[src/rtl/icg_ctrl.sv]
`default_nettype none
// ============================================================================
// Module   : icg_ctrl
// Purpose  : Per-channel clock-gating controller. Each channel runs its own
//            ON / COUNT / OFF / WAKE state machine. A channel gates its clock
//            after idle_thresh consecutive idle cycles. It ungates when
//            busy, req or force_on asserts, and raises ack exactly WAKE_LAT
//            cycles after clk_en returns high.
// Ports    : clk         - single clock, rising edge
//            rst         - synchronous active-high reset
//            busy[N_CH]  - per-channel activity (consumer needs clock)
//            req[N_CH]   - per-channel wake request
//            force_on    - per-channel override, never gate
//            tst_en      - scan/test enable, forces every clk_en high
//            idle_thresh - idle cycles before gating (0 disables gating)
//            clk_en      - enable to each channel's ICG cell
//            ack         - channel clock running and stable (registered)
//            gated       - channel in OFF state (registered)
// Revision : 1.0 - initial release
// ============================================================================
module icg_ctrl #(
    parameter int N_CH     = 4,
    parameter int IDLE_W   = 4,
    parameter int WAKE_LAT = 2
) (
    input  logic              clk,
    input  logic              rst,
    input  logic [N_CH-1:0]   busy,
    input  logic [N_CH-1:0]   req,
    input  logic [N_CH-1:0]   force_on,
    input  logic              tst_en,
    input  logic [IDLE_W-1:0] idle_thresh,
    output logic [N_CH-1:0]   clk_en,
    output logic [N_CH-1:0]   ack,
    output logic [N_CH-1:0]   gated
);

    localparam logic [1:0] c_st_on    = 2'd0;
    localparam logic [1:0] c_st_count = 2'd1;
    localparam logic [1:0] c_st_off   = 2'd2;
    localparam logic [1:0] c_st_wake  = 2'd3;

    localparam logic [IDLE_W-1:0] c_idle_zero = '0;
    localparam logic [IDLE_W-1:0] c_idle_one  = IDLE_W'(1);
    localparam logic [3:0]        c_wake_last = 4'(WAKE_LAT - 1);

    for (genvar gi = 0; gi < N_CH; gi++) begin : g_ch
        logic [1:0]        r_state;
        logic [IDLE_W-1:0] r_idle_cnt;
        logic [3:0]        r_wake_cnt;
        logic              r_ack;
        logic              r_gated;

        logic [1:0]        w_state_nxt;
        logic [IDLE_W-1:0] w_idle_nxt;
        logic [3:0]        w_wake_nxt;
        logic              w_wake;

        assign w_wake = busy[gi] | req[gi] | force_on[gi];

        always_comb begin
            w_state_nxt = r_state;
            w_idle_nxt  = r_idle_cnt;
            w_wake_nxt  = r_wake_cnt;
            case (r_state)
                c_st_on: begin
                    // A zero threshold disables gating for this channel.
                    if (!w_wake && (idle_thresh != c_idle_zero)) begin
                        w_state_nxt = c_st_count;
                        w_idle_nxt  = c_idle_one;
                    end
                end
                c_st_count: begin
                    // Wake wins over a threshold match in the same cycle.
                    // The >= also catches a threshold lowered below the
                    // running count, which gates on the next cycle.
                    if (w_wake) begin
                        w_state_nxt = c_st_on;
                        w_idle_nxt  = c_idle_zero;
                    end else if (r_idle_cnt >= idle_thresh) begin
                        w_state_nxt = c_st_off;
                        w_idle_nxt  = c_idle_zero;
                    end else begin
                        w_idle_nxt  = r_idle_cnt + c_idle_one;
                    end
                end
                c_st_off: begin
                    if (w_wake) begin
                        w_state_nxt = c_st_wake;
                        w_wake_nxt  = 4'd0;
                    end
                end
                default: begin
                    // WAKE always runs to completion regardless of wake.
                    if (r_wake_cnt >= c_wake_last) begin
                        w_state_nxt = c_st_on;
                        w_wake_nxt  = 4'd0;
                    end else begin
                        w_wake_nxt  = r_wake_cnt + 4'd1;
                    end
                end
            endcase
        end

        // ack/gated are registered from the next-state value so that they
        // line up with r_state while having no combinational input path.
        always_ff @(posedge clk) begin
            if (rst) begin
                r_state    <= c_st_on;
                r_idle_cnt <= c_idle_zero;
                r_wake_cnt <= 4'd0;
                r_ack      <= 1'b1;
                r_gated    <= 1'b0;
            end else begin
                r_state    <= w_state_nxt;
                r_idle_cnt <= w_idle_nxt;
                r_wake_cnt <= w_wake_nxt;
                r_ack      <= (w_state_nxt == c_st_on) || (w_state_nxt == c_st_count);
                r_gated    <= (w_state_nxt == c_st_off);
            end
        end

        // rst is ORed in so downstream logic sees a running clock for the
        // whole reset, including the first cycle before the state is known.
        assign clk_en[gi] = (r_state != c_st_off) | tst_en | rst;
        assign ack[gi]    = r_ack;
        assign gated[gi]  = r_gated;
    end : g_ch

endmodule : icg_ctrl
`default_nettype wire
[config.mk]
export PLATFORM = sky130hd
export DESIGN_NAME = icg_ctrl
export DESIGN_NICKNAME = d
export VERILOG_FILES = /design/src/rtl/icg_ctrl.sv
export SDC_FILE = /design/constraint.sdc
export NUM_CORES = 1
export LEC_CHECK = 0
export CORE_UTILIZATION = 57
export CTS_CLUSTER_DIAMETER = 200
export CTS_CLUSTER_SIZE = 10
export DETAILED_ROUTE_END_ITERATION = 10
export DONT_BUFFER_PORTS = 1
export PLACE_DENSITY = 0.81
export SLEW_MARGIN = 20
export SYNTH_ARGS = -nofsm -noshare
export SYNTH_HDL_FRONTEND = slang
export SYNTH_SLANG_ARGS = --single-unit
[constraint.sdc]
create_clock -name clk -period 1.9 [get_ports clk]
set_clock_uncertainty 0.15 [all_clocks]
set_input_delay 0.475 -clock clk [delete_from_list [all_inputs] [get_ports clk]]
set_output_delay 0.475 -clock clk [all_outputs]
set_load 0.05 [all_outputs]
==> summary.md, run 1 <==
| Metric | Value |
|---|---|
| Outcome | `finished clean` |
| Antenna Nets Post-Route | `0` |
| Die area | `5180 um^2` |
| Worst endpoint data arrival time | `1.93 ns` |
| End of the worst hold path | `g_ch[3].r_wake_cnt[1]` |
| Number of remaining DRC errors | `0` |
| Post-Syn Instances | `320` |
| First-pass GRT wire length | `10200 um` |
| Antenna violations before repair | `0` |
| Critical path data required time | `around 2 ns` |
| Post-synthesis net count | `approximately 370` |
| Largest cells by area after synthesis | `dfxtp_1 (34%), ha_1 (14%), nor2_1 (4.0%)` |
| Max rail drop VDD | `0.000404 V` |
| Cell type contributing the most total cell area after synthesis | `dfxtp_1` |
| Overall die width | `72.0 um` |
| Final Slew Violations | `0` |
| Most used DFF post-synth | `dfxtp_1` |
| Clock latency on the worst-skew pair | `0.30 ns` |
| Clock buffer count from CTS | `5` |
| Total inserted antenna cells | `0` |
| H-tree depth | `2` |
| Sequential-to-total area share from yosys stat | `0.344` |
| Switching power share of the total | `0.223` |
| Number of max-cap violations | `0` |
| Drt first pass iters | `5` |
| NumNets Final | `400` |
| Non-filler cells in the finished layout | `417` |
| Buffer type at the clock tree root | `clkbuf_8` |
| GRT Overall Usage | `0.249` |
| Post-layout util | `0.709` |
| Cell area after synthesis | `between 2000 and 3000 um^2` |
| Worst-path clk slew | `0.09 ns` |
| Setup violation total in the final timing report | `0` |
| Congestion Overflow GR | `0` |
| Kind of end point of the critical path | `flip-flop` |
| Seq cells post-synth | `between 40 and 50` |
| Effective utilization at floorplan | `0.591` |
| Setup Total Neg Slack | `0 ns` |
| Kind of launch point of the worst setup path | `flip-flop` |
| Hold Crit Class | `primary input to flip-flop` |
| Placeable core area | `roughly 4700 um^2` |
| Fin. Hold Viols | `0` |
| Actual slew at the worst max-slew pin | `slightly above 0.5 ns` |
| WL final | `6260 um` |
| Critical path class | `flip-flop to flip-flop` |
| Portion of the clock cycle consumed by the worst path in the final layout | `0.983` |
| Startpoint of the worst-slack reg-to-reg timing path | `g_ch[1].r_wake_cnt[1]` |
| Synth warn | `0` |
| Number of buffers added on ports | `0` |
| Total internal power | `1.58 mW` |
| Netlist cell types | `between 40 and 50` |
| Clock tree from TritonCTS | `yes` |
| Boundary Pins | `31` |
| Fraction of synthesis flops using an asynchronous set or reset pin | `0` |
| Hold Path Origin | `rst` |
| Worst-case reg-to-reg path depth | `6` |
| P per Cell Area | `605 nW/um^2` |
| Worst slack on hold paths | `0.0754 ns` |
| Worst R2R Setup Slack | `0.03 ns` |
| Total power draw | `2.03 mW` |
| DIE HEIGHT | `roughly 72 um` |
| Worst max-slew margin expressed relative to the limit | `0.663` |
| Deepest clock path buffer count | `2` |
| Routed wire per std cell | `between 15 and 20 um` |
| Placed wire-length estimate after detailed placement | `4510 um` |
| Most repeated cell in the gate-level netlist after synthesis | `dfxtp_1` |
| Growth of design area from synthesis to finish | `20.0%` |
| FMAX | `536 MHz` |
| Net switching power figure | `0.452 mW` |
| End of the worst register-to-register path | `g_ch[1].r_gated` |
| LEAKAGE | `1.39 nW` |
| Cells on Worst Hold Path | `1` |
| Vias in the first global route | `around 2400` |
| Routed via count | `2435` |
| Fraction of power consumed by combinational cells | `0.096` |
| Global placer's final weighted congestion | `0.800` |
| Core Rows | `25` |
| Area share of the leading cell type in the synthesized netlist | `0.344` |
| Unrepaired setup endpoints after global routing | `true` |
| Cell total after placement | `around 410` |
| Period minus WS final | `~1.9 ns` |
| Total clock sinks | `between 40 and 50` |
| Avg Synthesized Cell Area | `just under 9 um^2` |
| Starting DRC count in detailed routing | `just over 90` |
| Fraction of power consumed by sequential logic | `0.505` |
| Cell types with the highest counts after synthesis | `dfxtp_1 (48), ha_1 (32), nor2_1 (30)` |
| Proportion of power drawn by the clock network | `0.399` |
| Fraction of final layout cells sized beyond drive strength 1 | `0.260` |
| Pin count of the biggest net entering global routing | `36` |
| Peak fanout along the critical path | `3` |
| Number of flops mapped to enable cells by yosys | `0` |
| Via density | `5.84` |
-- flip-flops by register name, indices dropped and copies added, names as in the netlist --
register and flops:
g_ch.r_ack 4, g_ch.r_gated 4, g_ch.r_state 8, g_ch.r_wake_cnt 16
g_ch.r_idle_cnt 16
-- cell families (layout without fill, tap and decap cells) --
| logic type | after synthesis | after routing | share of synthesized area |
|---|---|---|---|
| AO/OA/AOI/OAI | 74 | 74 | 0.211 |
| adder cells (fa/ha/maj) | 32 | 32 | 0.143 |
| buffers and inverters | 40 | 70 | 0.0650 |
| flip-flops | 48 | 48 | 0.344 |
| multiplexers | 1 | 1 | 0.00359 |
| AND/OR/NAND/NOR | 125 | 125 | 0.233 |
-- critical path: stages (launching register included) --
cell     delay [ns]
dfxtp_2        0.33
inv_1          0.05
ha_1           0.18
or4b_4         0.49
nand2_1        0.10
a32oi_2        0.13
nor4_2         0.33
-- worst max-delay path by stage --
stage | endpoint | start | slack (ns) | cells after the start
floorplan | g_ch[0].r_gated | idle_thresh[0] | -0.03 | 6
global placement | g_ch[1].r_state[0] | idle_thresh[1] | -0.12 | 6
detailed placement | g_ch[1].r_state[0] | idle_thresh[1] | -0.21 | 6
CTS | g_ch[3].r_gated | g_ch[3].r_wake_cnt[1] | 0.01 | 7
global route | g_ch[1].r_gated | g_ch[1].r_wake_cnt[1] | -0.05 | 6
finish | g_ch[1].r_gated | g_ch[1].r_wake_cnt[1] | 0.03 | 6
-- metal layers --
layer,global-route usage,wire (um),vias up
li1,-,-,1209
met1,0.276,2620,1160
met2,0.447,3270,50
met3,0.0736,235,16
met4,0.102,124,0
met5,0,0,-
-- layout by cell type, fill, tap and decap left out, types with 3 or more instances in the layout --
master    count
nor2b_1      12
inv_2         6
a211o_1       3
or3_1         4
buf_4        34
ha_4          5
nor3_1        9
or4b_4        4
nor2_2        3
nand2b_1      4
o221ai_1      5
clkbuf_8      7
ha_1         26
inv_1        20
nor4_1        5
nand3_1       6
dfxtp_2       9
and3_1        5
nand2_1      26
a21oi_1      13
o21ai_0       5
nor3b_1       3
nor2_1       26
a22oi_1       8
and2_1        5
a211oi_1      5
o211ai_1     10
o31a_1        4
o21a_1        4
dfxtp_1      39
-- layout make-up --
class / count / area [um^2]
inverter: 27 / 105
fill: 364 / 1370
timing repair buffer: 35 / 267
sequential: 48 / 972
multi-input combinational: 232 / 1800
clock inverter: 1 / 30.0
tap: 67 / 83.8
clock buffer: 7 / 96.3
-- power groups by stage --
stage          Clock, mW  Sequential (mW)  Combinational, mW
4_1_cts            0.824             1.02              0.188
3_5_place_dp           0             1.05              0.177
2_1_floorplan          0             1.05              0.131
5_1_grt            0.863             1.02              0.212
3_3_place_gp           0             1.05              0.170
6_report           0.809             1.02              0.195
-- metrics by stage --
step | setup WS [ns] | area (um^2)
3_3_place_gp | -0.122 | 3100
3_5_place_dp | -0.209 | 3100
6_report | 0.0327 | 3350
5_1_grt | -0.0481 | 3350
4_1_cts | 0.0102 | 3270
2_1_floorplan | -0.0349 | 2870
-- repair_timing --
action / CTS / global route
gates cloned: 0 / 0
setup endpoints to repair: 6 / 19
resized for setup: 9 / 23
hold buffers: 0 / 0
pin swaps: 7 / 7
setup buffers: 2 / 1
(Power assumes the default switching activity.)
==> inputs of run 2 (changes only) <==
--- a/config.mk
+++ b/config.mk
@@ -5,6 +5,7 @@
 export SDC_FILE = /design/constraint.sdc
 export NUM_CORES = 1
 export LEC_CHECK = 0
+export CAP_MARGIN = 20
 export CORE_UTILIZATION = 57
 export CTS_CLUSTER_DIAMETER = 200
 export CTS_CLUSTER_SIZE = 10
==> results of run 2 <==
No change in the layout: final DEF, timing and power equal those of run 1.
==> inputs of run 3 (changes only) <==
--- a/config.mk
+++ b/config.mk
@@ -16,3 +16,4 @@
 export SYNTH_ARGS = -nofsm -noshare
 export SYNTH_HDL_FRONTEND = slang
 export SYNTH_SLANG_ARGS = --single-unit
+export TNS_END_PERCENT = 10
==> summary.md, run 3 (synthesis results as in run 1) <==
| Metric | Value |
|---|---|
| Proportion of power drawn by the clock network | `0.416` |
| Worst endpoint data arrival time | `2.02 ns` |
| Fraction of power consumed by sequential logic | `0.494` |
| Total clock sinks | `48` |
| Leading cell types in the layout, fill and taps excluded | `dfxtp_1 (41), nor2_1 (28), ha_1 (27)` |
| Starting DRC count in detailed routing | `138` |
| Pin count of the biggest net entering global routing | `36` |
| Worst max-slew margin expressed relative to the limit | `0.674` |
| Non-filler cells in the finished layout | `407` |
| Failing checks | `negative setup slack` |
| Unrepaired setup endpoints after global routing | `true` |
| Net switching power figure | `roughly 0.45 mW` |
| GRT Overall Usage | `0.254` |
| # Post-CTS Setup Buffers | `0` |
| Overall die width | `~72 um` |
| LEAKAGE | `1.33 nW` |
| Clock latency on the worst-skew pair | `0.31 ns` |
| Period minus WS final | `1.92 ns` |
| Cell type with the highest occurrence count on the critical path | `inv_2` |
| Via density | `5.85` |
| First-pass GRT wire length | `10400 um` |
| Peak fanout along the critical path | `3` |
| # hold bufs at CTS | `0` |
| Fin. Hold Viols | `0` |
| Most frequent standard cell in the layout excluding fill and tap cells | `dfxtp_1` |
| Total internal power | `about 1.6 mW` |
| Kind of end point of the critical path | `flip-flop` |
| Critical path class | `flip-flop to flip-flop` |
| Buffer type at the clock tree root | `clkbuf_8` |
| Total inserted antenna cells | `0` |
| Max rail drop VDD | `0.000439 V` |
| Effective utilization at floorplan | `0.591` |
| Vias in the first global route | `2410` |
| Top cell family by delay on the critical path | `simple AND/OR/NAND/NOR gates` |
| Placeable core area | `4720 um^2` |
| Clock tree from TritonCTS | `yes` |
| Global placer's final weighted congestion | `0.858` |
| Hold Crit Class | `primary input to flip-flop` |
| Worst path bufs/invs | `2` |
| Growth of design area from synthesis to finish | `17.2%` |
| Master of the slowest instance on the critical path | `or4b_4` |
| Switching power share of the total | `0.216` |
| DIE HEIGHT | `72.0 um` |
| Delay of the slowest cell on the worst path | `0.53 ns` |
| Fraction of power consumed by combinational cells | `0.090` |
| Kind of launch point of the worst setup path | `flip-flop` |
| Clock buffer count from CTS | `5` |
| Post-Place Worst Slack | `-0.156 ns` |
| Count of cell instances traversed by the critical path | `7` |
| Number of buffers added on ports | `0` |
| Congestion Overflow GR | `0` |
| Cell total after placement | `400` |
| Post-layout util | `0.693` |
| Cells along the critical path | `inv_2 > ha_4 > or4b_4 > a211o_1 > o31a_1 > inv_2 > and3_4` |
| Portion of the clock cycle consumed by the worst path in the final layout | `1.01` |
| Antenna Nets Post-Route | `0` |
| H-tree depth | `2` |
| Die area | `just over 5000 um^2` |
| Outcome | `finished, violations left` |
| Worst-case reg-to-reg path depth | `7` |
| Actual slew at the worst max-slew pin | `0.489 ns` |
| Placed wire-length estimate after detailed placement | `4390 um` |
| Drt first pass iters | `4` |
| Deepest clock path buffer count | `2` |
| Number of remaining DRC errors | `0` |
| Antenna violations before repair | `0` |
| Routed via count | `roughly 2400` |
| Critical path data required time | `about 2 ns` |
| Setup violation total in the final timing report | `1` |
| Cells on Worst Hold Path | `1` |
| NumNets Final | `391` |
| Fraction of final layout cells sized beyond drive strength 1 | `0.224` |
| Worst slack on hold paths | `0.0843 ns` |
| Routed wire per std cell | `14.9 um` |
| Final Slew Violations | `0` |
| WL final | `6080 um` |
| Final Worst Setup Slack | `-0.0174 ns` |
| P per Cell Area | `633 nW/um^2` |
| Top flop regs | `g_ch.r_idle_cnt: 16 flops, g_ch.r_wake_cnt: 16 flops, g_ch.r_state: 8 flops` |
| Worst-path clk slew | `0.08 ns` |
| Boundary Pins | `31` |
| Filler cell count in the final layout | `375` |
| Number of max-cap violations | `0` |
| FMAX | `522 MHz` |
| Core Rows | `25` |
[run 3: timing repair]
| item | CTS | global route |
|---|---|---|
| setup endpoints to repair | 10 | 23 |
| pin swaps | 2 | 10 |
| gates cloned | 0 | 0 |
| resized for setup | 5 | 23 |
[run 3: worst paths after layout]
| path | slack, ns | end | start |
|---|---|---|---|
| setup reg to reg | -0.02 | g_ch[0].r_gated | g_ch[0].r_wake_cnt[1] |
| setup / recovery | -0.02 | g_ch[0].r_gated | g_ch[0].r_wake_cnt[1] |
| hold reg to reg | 0.34 | g_ch[2].r_idle_cnt[3] | g_ch[2].r_idle_cnt[3] |
| hold / removal | 0.08 | g_ch[2].r_state[0] | rst |
[run 3: cell type report]
class | count | area, um^2 | area share
Clock buffer | 5 | 68.8 | 0.0210
Clock inverter | 2 | 60.1 | 0.0184
Inverter | 27 | 105 | 0.0321
Multi-Input combinational cell | 232 | 1790 | 0.547
Sequential cell | 48 | 970 | 0.296
Tap cell | 67 | 83.8 | 0.0256
Timing Repair Buffer | 26 | 195 | 0.0597
[run 3: power groups by stage]
stage	logic [mW]	registers [mW]	clock network (mW)
detailed placement	0.167	1.05	0
CTS	0.169	1.02	0.863
global placement	0.160	1.05	0
floorplan	0.124	1.05	0
global route	0.207	1.03	0.916
finish	0.187	1.02	0.860
[run 3: per-layer routing]
| layer | part of all wire | global-route usage |
|---|---|---|
| met2 | 0.52 | 0.466 |
| met1 | 0.43 | 0.294 |
| met3 | 0.026 | 0.0403 |
| met5 | 0 | 0 |
| met4 | 0.016 | 0.105 |
[run 3: per-stage QoR]
| stage | setup TNS (ns) | power [mW] | instance area, um^2 |
|---|---|---|---|
| 2_1_floorplan | -0.0975 | 1.17 | 2850 |
| 3_3_place_gp | -0.699 | 1.21 | 3040 |
| 3_5_place_dp | -1.21 | 1.21 | 3040 |
| 4_1_cts | -0.0405 | 2.05 | 3180 |
| 5_1_grt | -0.191 | 2.15 | 3270 |
| 6_report | -0.0174 | 2.07 | 3270 |
